`src/rtl/gate_truth_sequencer.sv`:
```
// gate_truth_sequencer
// Drives the (a,b) sweep 00,01,10,11 into the NAND/NOR-built gate block, holds
// each vector for a settle window, samples the six gate outputs once at the end
// of that window, and keeps sticky per-gate error bits, the first failing vector
// and a saturating count of clean sweeps. Every output is a flop.
//
// In continuous mode the DONE cycle already drives vector 00, so it is counted
// as the first settle cycle of the next sweep. This keeps the done pulses
// exactly 4*(SETTLE_CYCLES+1) cycles apart, the same as the start-to-done
// latency, while every vector still sees SETTLE_CYCLES cycles of settling.

module gate_truth_sequencer #(
    parameter int SETTLE_CYCLES = 4,
    parameter int CNT_W         = 8
) (
    input  logic             clk,
    input  logic             rst_n,
    input  logic             start,
    input  logic             cont,
    input  logic             abort,
    output logic             a,
    output logic             b,
    input  logic             y_and,
    input  logic             y_or,
    input  logic             y_not,
    input  logic             y_nor,
    input  logic             y_xor,
    input  logic             y_xnor,
    output logic             busy,
    output logic             done,
    output logic             pass,
    output logic [5:0]       err_vec,
    output logic [1:0]       fail_idx,
    output logic             fail_valid,
    output logic [CNT_W-1:0] pass_cnt
);

    typedef enum logic [1:0] {
        IDLE,
        SETTLE,
        SAMPLE,
        DONE
    } state_t;

    localparam logic [7:0] SETTLE_LAST = 8'(SETTLE_CYCLES - 1);

    state_t             state;
    logic [7:0]         settle_cnt;
    logic               sweep_err;

    logic [5:0]         observed;
    logic [5:0]         golden;
    logic [5:0]         mism;
    logic [5:0]         err_next;
    logic               sweep_err_next;
    logic [CNT_W-1:0]   pass_cnt_inc;

    // Gate outputs and their golden values, both ordered {xnor,xor,nor,not,or,and}
    assign observed = {y_xnor, y_xor, y_nor, y_not, y_or, y_and};
    assign golden   = {~(a ^ b), a ^ b, ~(a | b), ~a, a | b, a & b};
    assign mism     = observed ^ golden;

    // Error state as it will stand after the current sample is folded in
    assign err_next       = err_vec | mism;
    assign sweep_err_next = sweep_err | (|mism);

    // Pass counter sticks at all-ones instead of wrapping
    assign pass_cnt_inc = (&pass_cnt) ? pass_cnt : pass_cnt + CNT_W'(1);

    // Sweep controller: state, stimulus, sampling and result registers
    always_ff @(posedge clk or negedge rst_n) begin
        if (!rst_n) begin
            state      <= IDLE;
            settle_cnt <= 8'd0;
            sweep_err  <= 1'b0;
            a          <= 1'b0;
            b          <= 1'b0;
            busy       <= 1'b0;
            done       <= 1'b0;
            pass       <= 1'b0;
            err_vec    <= 6'd0;
            fail_idx   <= 2'd0;
            fail_valid <= 1'b0;
            pass_cnt   <= '0;
        end else if (abort) begin
            state      <= IDLE;
            settle_cnt <= 8'd0;
            sweep_err  <= 1'b0;
            a          <= 1'b0;
            b          <= 1'b0;
            busy       <= 1'b0;
            done       <= 1'b0;
        end else begin
            case (state)
                IDLE: begin
                    done <= 1'b0;
                    a    <= 1'b0;
                    b    <= 1'b0;
                    if (start) begin
                        state      <= SETTLE;
                        settle_cnt <= 8'd0;
                        sweep_err  <= 1'b0;
                        err_vec    <= 6'd0;
                        fail_idx   <= 2'd0;
                        fail_valid <= 1'b0;
                        pass       <= 1'b0;
                        busy       <= 1'b1;
                    end
                end

                SETTLE: begin
                    settle_cnt <= settle_cnt + 8'd1;
                    if (settle_cnt == SETTLE_LAST) begin
                        state <= SAMPLE;
                    end
                end

                SAMPLE: begin
                    err_vec   <= err_next;
                    sweep_err <= sweep_err_next;
                    if ((|mism) && !fail_valid) begin
                        fail_idx   <= {a, b};
                        fail_valid <= 1'b1;
                    end
                    if ({a, b} == 2'b11) begin
                        state <= DONE;
                        done  <= 1'b1;
                        a     <= 1'b0;
                        b     <= 1'b0;
                        pass  <= (err_next == 6'd0);
                        if (!sweep_err_next) begin
                            pass_cnt <= pass_cnt_inc;
                        end
                    end else begin
                        {a, b}     <= {a, b} + 2'd1;
                        settle_cnt <= 8'd0;
                        state      <= SETTLE;
                    end
                end

                DONE: begin
                    done <= 1'b0;
                    a    <= 1'b0;
                    b    <= 1'b0;
                    if (cont) begin
                        sweep_err <= 1'b0;
                        if (SETTLE_CYCLES == 1) begin
                            settle_cnt <= 8'd0;
                            state      <= SAMPLE;
                        end else begin
                            settle_cnt <= 8'd1;
                            state      <= SETTLE;
                        end
                    end else begin
                        settle_cnt <= 8'd0;
                        busy       <= 1'b0;
                        state      <= IDLE;
                    end
                end

                default: begin
                    state      <= IDLE;
                    settle_cnt <= 8'd0;
                    busy       <= 1'b0;
                    done       <= 1'b0;
                    a          <= 1'b0;
                    b          <= 1'b0;
                end
            endcase
        end
    end

endmodule

```
`config.mk`:
```
export PLATFORM = sky130hd
export DESIGN_NAME = gate_truth_sequencer
export DESIGN_NICKNAME = d
export VERILOG_FILES = /design/src/rtl/gate_truth_sequencer.sv
export SDC_FILE = /design/constraint.sdc
export NUM_CORES = 1
export LEC_CHECK = 0
export ABC_AREA = 1
export CORE_MARGIN = 4
export CORE_UTILIZATION = 30
export CTS_BUF_LIST = sky130_fd_sc_hd__clkbuf_8 sky130_fd_sc_hd__clkbuf_16
export CTS_CLUSTER_SIZE = 24
export DETAILED_ROUTE_END_ITERATION = 8
export PLACE_DENSITY = 0.51
export RECOVER_POWER = 50
export SYNTH_ARGS = -nofsm -noshare
export SYNTH_HDL_FRONTEND = slang
export SYNTH_SLANG_ARGS = --single-unit
export TNS_END_PERCENT = 100
```
`constraint.sdc`:
```
create_clock -name clk -period 1.6 [get_ports clk]
set_clock_uncertainty 0.2 [all_clocks]
set_input_delay 0.24 -clock clk [delete_from_list [all_inputs] [get_ports clk]]
set_output_delay 0.24 -clock clk [all_outputs]
set_load 0.02 [all_outputs]
```
==> flow_metrics.env <==
export IMPL_status="finished, violations left"
export IMPL_violations="setup timing"
export IMPL_fp_row_count=29
export IMPL_path_class="flip-flop to flip-flop"
export IMPL_min_from="fail_idx[0]"
export IMPL_via_per_inst=4.50
export IMPL_cts_sinks=33
export IMPL_grt_pass1_wl_microns=8460
export IMPL_finalCoreUtilization_pct=47.6
export IMPL_cp_max_fo=7
export IMPL_drtIter0Drc=69
export IMPL_drv_cap=0
export IMPL_grt_overflow=0
export IMPL_ctsHoldBuffers=0
export IMPL_reg2reg_from="b"
export IMPL_vias=1877
export IMPL_finalWorstSetupSlack_ns=-0.277
export IMPL_yosysMostFrequentCell="nand2_1"
export IMPL_ys_seq_area_share_pct=41.1
export IMPL_yosys_top_cells_area="dfrtp_1, nand2_1, inv_1, ha_1, nand3_1"
export IMPL_arrival_ns=1.86
export IMPL_die_w_microns=89.8
export IMPL_slew_headroom_pct=40.3
export IMPL_io_pins=33
export IMPL_min_path_type="flip-flop to flip-flop"
export IMPL_ff2ff_setup_slack_ns=-0.28
export IMPL_root_buffer="clkbuf_8"
export IMPL_wl_per_cell_microns=12.0
export IMPL_grt_use_total_pct=12.8
export IMPL_core_sq_um=6420
export IMPL_dp_hpwl_microns=3640
export IMPL_clk_path_buf_depth=2
export IMPL_ir_drop_mv=0.503
export IMPL_drv_slew=0
export IMPL_die_area_sq_um=8060
export IMPL_synth_common_cells="nand2_1, dfrtp_1, inv_1, nor2_1, nand3_1"
export IMPL_max_clock_freq_mhz=533
export IMPL_routed_wl_microns=5010
export IMPL_min_to="fail_idx[0]"
export IMPL_synth_edf_count=0
export IMPL_cts_tree="done"
export IMPL_grt_max_degree=34
export IMPL_clk_latency_ns=0.29
export IMPL_syn_inst=258
export IMPL_p_leak_nw=1.55
export IMPL_syn_area_per_cell_sq_um=7.78
export IMPL_layout_nets=359
export IMPL_synth_ff_latch_count=33
export IMPL_h_tree_depth=2
export IMPL_numCtsBuffers=5
export IMPL_critPathLaunchType="flip-flop"
export IMPL_first_global_vias=1865
export IMPL_path_clk_slew_ns=0.07
export IMPL_reg2reg_depth=11
export IMPL_synth_top_flop_cell="dfrtp_1"
export IMPL_drtAntennaViolNets=0
export IMPL_antenna_found_initial=0
export IMPL_gp_congestion=0.758
export IMPL_dieHeight_microns=89.8
export IMPL_dp_slack_ns=-0.317
export IMPL_yosys_warnings=0
export IMPL_firstDrtPassIters=4
export IMPL_hold_violations=0
export IMPL_worst_slew_pin_slew_ns=0.896
export IMPL_diodes=0
export IMPL_min_period_over_period_pct=117
export IMPL_synth_top_area_share_pct=41.1
export IMPL_synthesis_nets=278
export IMPL_hold_depth=2
export IMPL_start_util_pct=31.2
export IMPL_cp_required_ns=1.59
export IMPL_setup_violations=22
export IMPL_drc=0
export IMPL_netlist_top_cell_by_area="dfrtp_1"
export IMPL_area_growth_pct=52.4
export IMPL_syn_area_sq_um=2010
export IMPL_reg2reg_to="pass_cnt[4]"
export IMPL_rsz0062_at_grt="yes"
export IMPL_synthArstFlopShare_pct=100
export IMPL_nFillCells=651
export IMPL_end_kind="flip-flop"
export IMPL_worst_hold_slack_ns=0.292
export IMPL_power_density_nw_per_um2=1170
export IMPL_finalCriticalPeriod_ns=1.88
export IMPL_io_buffer_count=32
export IMPL_final_layout_size_suffix_gt1_share_pct=37.6
export IMPL_synth_cell_type_count=33
[flip-flops by register name, indices dropped and copies added (netlist names)]
| register | count |
|---|---|
| pass | 1 |
| settle_cnt | 8 |
| pass_cnt | 8 |
| sweep_err | 1 |
| err_vec | 6 |
| busy | 1 |
| fail_idx | 2 |
| done | 1 |
| b | 1 |
| a | 1 |
| fail_valid | 1 |
| state | 2 |
[per-layer routing]
| metal | vias to the layer above | global-route usage [%] | part of all wire (%) |
|---|---|---|---|
| li1 | 986 | - | - |
| met5 | - | 0 | 0 |
| met3 | 9 | 3.42 | 3.6 |
| met4 | 0 | 4.60 | 2.1 |
| met2 | 30 | 19.5 | 44 |
| met1 | 852 | 17.4 | 50 |
[placed cells by master (no fill, tap or decap), drive strengths merged, types with 7 or more instances in the layout]
master         synthesis  final
dfrtp                 33     33
dlygate4sd2            0     18
inv                   37     38
ha                     9      9
nor2                  25     25
clkbuf                 0      7
buf                    2     43
o21ai                 16     16
nand3                 20     20
a21oi                  9      9
nand2                 78     79
clkdlybuf4s50          0      9
[what timing repair did]
| action | in CTS | in global routing |
|---|---|---|
| resized for setup | 41 | 46 |
| setup buffers | 5 | 5 |
| pin swaps | 4 | 8 |
| gates cloned | 1 | 0 |
| setup endpoints to repair | 49 | 34 |
[logic make-up after synthesis]
family          after synthesis  synth area share (%)
fa+ha+maj                     9                  5.61
xor+xnor                      6                  2.62
buf+inv                      39                  7.42
flops                        33                  41.1
compound gates               34                  10.6
simple gates                137                  32.6
[metrics by stage]
step	TNS, ns	instance area (sq um)	power, mW	std cells
finish	-3.63	3060	3.59	417
global route	-5.77	3060	3.87	417
CTS	-3.87	2920	3.37	413
detailed placement	-6.26	2760	2.70	399
global placement	-6.09	2760	2.70	399
floorplan	-2.68	2090	2.03	258
[area by class of cell]
type	count	area [sq um]	share of cell area, %
clock buffer	5	68.8	2.25
tap	77	96.3	3.15
timing repair buffer	75	648	21.2
multi-input combinational	187	1260	41.2
clock inverter	3	13.8	0.450
sequential	33	828	27.1
inverter	37	144	4.71
[critical path, stage by stage (launching register included)]
cell and delay (ns):
dfrtp_2 0.40, inv_2 0.06, ha_4 0.28, inv_4 0.04, nand2_2 0.05, nand2_2 0.06
nor2_4 0.13, nand3_4 0.12, nor2_8 0.20, nand2_4 0.11, nand2_2 0.08, nand2_1 0.04
[report_power, final]
| group | switching (mW) | internal, mW |
|---|---|---|
| sequential | 0.117 | 0.960 |
| clock | 0.315 | 0.295 |
| combinational | 1.00 | 0.899 |
| total | 1.43 | 2.15 |
[worst max path at each step]
| stage | startpoint | to | slack [ns] | cells after the start |
|---|---|---|---|---|
| after floorplan | a | pass_cnt[2] | -0.26 | 9 |
| after global placement | y_nor | pass_cnt[2] | -0.29 | 10 |
| after detailed placement | y_nor | pass_cnt[5] | -0.32 | 10 |
| after CTS | a | pass_cnt[4] | -0.28 | 11 |
| after global routing | b | pass_cnt[4] | -0.36 | 11 |
| final | b | pass_cnt[4] | -0.28 | 11 |
Note: power is estimated with default switching activity, not from simulation.
